<file path="src/rtl/action_ram_arbiter.sv">
// action_ram_arbiter: shares the single-port action RAM between readers A/B and one writer; ACTION_ARB_STATS_EN adds grant counters
module action_ram_arbiter #(
    parameter int ADDR_W = 8,
    parameter int DATA_W = 16
) (
    input  logic              clock,
    input  logic              reset,
    input  logic              rd_req_a,
    input  logic [ADDR_W-1:0] rd_addr_a,
    output logic              rd_ack_a,
    output logic              rd_valid_a,
    output logic [DATA_W-1:0] rd_data_a,
    input  logic              rd_req_b,
    input  logic [ADDR_W-1:0] rd_addr_b,
    output logic              rd_ack_b,
    output logic              rd_valid_b,
    output logic [DATA_W-1:0] rd_data_b,
    input  logic              wr_req,
    input  logic [ADDR_W-1:0] wr_addr,
    input  logic [DATA_W-1:0] wr_data,
    output logic              wr_ack,
    output logic [ADDR_W-1:0] ram_read_address,
    output logic [ADDR_W-1:0] ram_write_address,
    output logic [DATA_W-1:0] ram_d_in,
    output logic              ram_write_enable,
    input  logic [DATA_W-1:0] ram_d_out
`ifdef ACTION_ARB_STATS_EN
    ,
    output logic [15:0]       stat_rd_a,
    output logic [15:0]       stat_rd_b,
    output logic [15:0]       stat_wr
`endif
);
    typedef enum logic [1:0] {IDLE, RD_ADDR, RD_CAP, WR} state_t;
    state_t state;
    logic   rr_b;
    logic   owner_b;
    logic   pick_a;
    logic   pick_b;
    // rr_b set means B wins a tie; a lone reader is granted regardless
    always_comb begin
        pick_a = rd_req_a && (!rd_req_b || !rr_b);
        pick_b = rd_req_b && !pick_a;
    end
    always_ff @(posedge clock) begin
        if (reset) begin
            state             <= IDLE;
            rr_b              <= 1'b0;
            owner_b           <= 1'b0;
            rd_ack_a          <= 1'b0;
            rd_ack_b          <= 1'b0;
            rd_valid_a        <= 1'b0;
            rd_valid_b        <= 1'b0;
            rd_data_a         <= '0;
            rd_data_b         <= '0;
            wr_ack            <= 1'b0;
            ram_read_address  <= '0;
            ram_write_address <= '0;
            ram_d_in          <= '0;
            ram_write_enable  <= 1'b0;
        end else begin
            rd_ack_a   <= 1'b0;
            rd_ack_b   <= 1'b0;
            rd_valid_a <= 1'b0;
            rd_valid_b <= 1'b0;
            wr_ack     <= 1'b0;
            case (state)
                IDLE: begin
                    if (wr_req) begin
                        state             <= WR;
                        wr_ack            <= 1'b1;
                        ram_write_enable  <= 1'b1;
                        ram_write_address <= wr_addr;
                        ram_d_in          <= wr_data;
                    end else if (pick_a || pick_b) begin
                        state            <= RD_ADDR;
                        rd_ack_a         <= pick_a;
                        rd_ack_b         <= pick_b;
                        owner_b          <= pick_b;
                        rr_b             <= pick_a;
                        ram_read_address <= pick_b ? rd_addr_b : rd_addr_a;
                    end
                end
                RD_ADDR: state <= RD_CAP;
                RD_CAP: begin
                    state <= IDLE;
                    if (owner_b) begin
                        rd_data_b  <= ram_d_out;
                        rd_valid_b <= 1'b1;
                    end else begin
                        rd_data_a  <= ram_d_out;
                        rd_valid_a <= 1'b1;
                    end
                end
                WR: begin
                    state            <= IDLE;
                    ram_write_enable <= 1'b0;
                end
                default: state <= IDLE;
            endcase
        end
    end
`ifdef ACTION_ARB_STATS_EN
    always_ff @(posedge clock) begin
        if (reset) begin
            stat_rd_a <= '0;
            stat_rd_b <= '0;
            stat_wr   <= '0;
        end else if (state == IDLE) begin
            if (wr_req && stat_wr != 16'hFFFF) stat_wr <= stat_wr + 16'd1;
            if (!wr_req && pick_a && stat_rd_a != 16'hFFFF) stat_rd_a <= stat_rd_a + 16'd1;
            if (!wr_req && pick_b && stat_rd_b != 16'hFFFF) stat_rd_b <= stat_rd_b + 16'd1;
        end
    end
`endif
endmodule

</file>
<file path="config.mk">
export PLATFORM = sky130hd
export DESIGN_NAME = action_ram_arbiter
export DESIGN_NICKNAME = d
export VERILOG_FILES = /design/src/rtl/action_ram_arbiter.sv
export SDC_FILE = /design/constraint.sdc
export NUM_CORES = 1
export LEC_CHECK = 0
export CORE_ASPECT_RATIO = 0.9
export CORE_MARGIN = 2
export CORE_UTILIZATION = 40
export CTS_CLUSTER_SIZE = 28
export DETAILED_ROUTE_END_ITERATION = 12
export GPL_TIMING_DRIVEN = 0
export HOLD_SLACK_MARGIN = 0.15
export PLACE_DENSITY_LB_ADDON = 0.25
export RECOVER_POWER = 25
export SKIP_CTS_REPAIR_TIMING = 1
export SKIP_LAST_GASP = 1
export SLEW_MARGIN = 20
export SYNTH_ARGS = -nofsm -noshare
export SYNTH_HDL_FRONTEND = slang
export SYNTH_SLANG_ARGS = --single-unit
</file>
<file path="constraint.sdc">
create_clock -name clock -period 1.6 [get_ports clock]
set_input_delay 0.4 -clock clock [delete_from_list [all_inputs] [get_ports clock]]
set_output_delay 0.4 -clock clock [all_outputs]
set_load 0.02 [all_outputs]
</file>
==> results of run 1 <==
[power groups by stage]
| stage | Clock (mW) | Sequential, mW | Combinational [mW] |
|---|---|---|---|
| after floorplan | 0 | 2.16 | 0.296 |
| after global placement | 0 | 2.04 | 0.824 |
| after detailed placement | 0 | 2.05 | 0.835 |
| after CTS | 1.45 | 2.00 | 0.838 |
| after global routing | 1.53 | 2.02 | 0.836 |
| final | 1.41 | 2.00 | 0.772 |
[flip-flops by register name, summed over array words and instances, names as in the netlist]
| register | cells |
|---|---|
| ram_read_address | 8 |
| rr_b | 1 |
| ram_write_enable | 1 |
| rd_data_b | 16 |
| state | 2 |
| rd_data_a | 16 |
| rd_ack_a | 1 |
| rd_valid_b | 1 |
| ram_write_address | 8 |
| owner_b | 1 |
| rd_valid_a | 1 |
| ram_d_in | 16 |
| rd_ack_b | 1 |
| wr_ack | 1 |
[per-layer routing]
metal,up-vias,global-route usage (%)
met1,1176,22.0
met4,0,8.94
li1,1257,-
met2,100,30.9
met3,8,8.35
met5,-,0
[stage by stage]
step                      setup slack, ns  hold slack (ns)  instance area [sq um]  util, %  setup TNS (ns)
final                              0.0740            0.450                   4260     64.7               0
after global routing             -0.00465            0.477                   4260     64.7        -0.00465
after CTS                          -0.172            0.457                   4330     65.8           -7.98
after floorplan                     0.302            0.484                   2720        -               0
after detailed placement           -0.428            0.445                   4140     62.8          -25.00
after global placement             -0.386            0.442                   4140     62.8          -23.81
[critical path, stage by stage]
cell and delay (ns):
dlygate4sd3_1 0.56, clkbuf_1 0.37, clkbuf_2 0.33, nor2_1 0.07
[worst max path at each step]
stage,to,slack (ns)
global route,rd_data_a[0],-0.005
detailed placement,rd_data_a[8],-0.43
finish,rd_ack_b,0.07
floorplan,rd_data_a[10],0.30
CTS,ram_write_enable,-0.17
global placement,ram_d_in[11],-0.39
[cells in the final DEF, fill, tap and decap left out, drive strengths merged, types with 4 or more instances in the layout]
cell type and count:
o221a 8, o22ai 8, dfxtp 74, a21oi 34, clkdlybuf4s50 58, mux2i 24, clkinvlp 4, nor2 30
nand2 66, inv 9, dlymetal6s2s 42, clkbuf 47, buf 11
[final cells by class]
cell class | instances | area, sq um
flip-flops and latches | 74 | 1480
multi-input cells | 189 | 1080
clock inverters | 7 | 70.1
well taps | 90 | 113
plain buffers | 20 | 136
inverters | 9 | 33.8
fillers | 615 | 2320
repair buffers | 130 | 1220
clock buffers | 9 | 124
[cells by family (layout without fill, tap and decap cells)]
group,Yosys count,in the layout,share of synthesized area (%)
compound gates,55,55,12.9
buf+inv,29,175,6.06
flops,74,74,54.4
mux,24,24,8.82
simple gates,110,110,17.9
==> summary.txt, run 1 <==
STA
  • Finish-stage setup viols: 0
  • Slew headroom: 66.3%
  • Fin crit period: 1.53 ns
  • Clock skew: 0.00782 ns
  • Worst-Margin Slew: 0.505 ns
  • RSZ-0062 raised after global routing: yes
  • FMAX: 0.655 GHz
  • Fin crit share: 95.4%
  • Max Slew Vio Count: 0
  • Fin. Hold Viols: 0

Cells and area
  • Share of cells above drive strength 1: 8.90%
  • N_diodes: 0
  • Post-route insts no fill: 528
  • Synthesis-to-layout area growth: 56.5%
  • Layout Nets: 494

Yosys
  • Synthesis Warnings: 0
  • Leading area contributor after synthesis: dfxtp_1
  • Post-synth ARST share: 0%
  • Mapped Avg Cell Area: 9.33 sq um
  • Cell variety after synth: 27
  • Synth Cell Area: 2720 sq um
  • Ranking of synthesized cells by area: dfxtp_1 54%, nand2_1 9.1%, mux2i_1 8.8%
  • Top post-synthesis cells by count: 74 x dfxtp_1, 66 x nand2_1, 34 x a21oi_1
  • EDFF count, synth: 0
  • Seq cells post-synth: 74
  • Mapped Nets: 353
  • Top-area cell type share of the netlist area: 54.4%
  • Cells after Synth: 292
  • Sequential share of the synthesized area: 54.4%
  • Main flop type after synthesis: dfxtp_1
  • Most frequent cell after synthesis: dfxtp_1

Die
  • Core area: 6590 sq um
  • DIE AREA: 7490 sq um
  • Initial Util: 41.4%
  • IO Pins: 131
  • Die extent in x: 91.0 um
  • Die height: 82.3 um
  • # rows: 28

Worst setup path
  • Worst Path Required: 1.82 ns
  • Reg2reg path depth: 5
  • Worst Setup SP: reset
  • Startpoint Class: primary input
  • Worst-path maximum fanout: 10
  • Worst r2r src: state[1]
  • Register-to-register setup slack: 0.17 ns
  • Worst Path Arrival: 1.74 ns
  • RR Endpoint: rd_data_a[14]
  • Critical path class: primary input to register
  • Crit end category: register

GRT
  • Grt total ovfl: 0
  • Global-route wire length before repair: 11.3 mm
  • Total global-route track usage: 19.0%
  • Initial antenna violation count: 0
  • Vias in the first global route: 2,403
  • Largest net degree at the start of global routing: 14

Power and ir drop
  • Pleak: 2.23 nW
  • Switching Power: 1.14 mW
  • Power Total: 4.19 mW
  • Power density over cell area: 982 nW/um^2
  • VDD IR-drop max: 564 uV
  • Flop pwr share: 47.8%
  • Sw Ratio: 27.2%
  • Clock Power Share: 33.8%
  • Int Pwr: 3.05 mW
  • Comb pwr share: 18.4%

Place
  • Port Buffers: 130
  • GP Congestion: 0.792
  • Detail Placement HPWL: 5.16 mm
  • Dpl cells: 512

Drt
  • DRT Pass-1 Iters: 4
  • Post-DR vias/cell: 4.81
  • Uppermost layer routed: met4
  • Met1 WL: 3.06 mm
  • Met3 wire len: 750 um
  • ANT nets after route: 0
  • Starting DRT DRC Count: 112
  • Met2 wire length: 3.37 mm
  • Via count: 2,541
  • WL per Instance: 13.8 um
  • Routed WL: 7.26 mm
  • Number of remaining DRC errors: 0

Status
  • Status: complete, no violations

Clocking
  • Number of H-tree levels: 3
  • # clock sinks: 74
  • CTS tree: done
  • CTS Root Cell: clkbuf_8
  • Num CTS Buffers: 9
  • Later-pin clock latency in the skew report: 0.34 ns
  • Maximum clock insertion buffer count: 2
  • Worst-path clk slew: 0.08 ns

Worst hold path
  • HP Start: rd_data_b[13]
  • Worst Hold Class: register to register
  • Hold endpoint: rd_data_b[13]
  • Hold Path Cell Cnt: 2

Job
  • Max Cap Viol: 0
(Power assumes the default switching activity.)
==> inputs of run 2 (changes only) <==
- CTS_CLUSTER_DIAMETER: unset -> 150
==> results of run 2 <==
The final DEF is identical to that of run 1; final timing and power are the same.
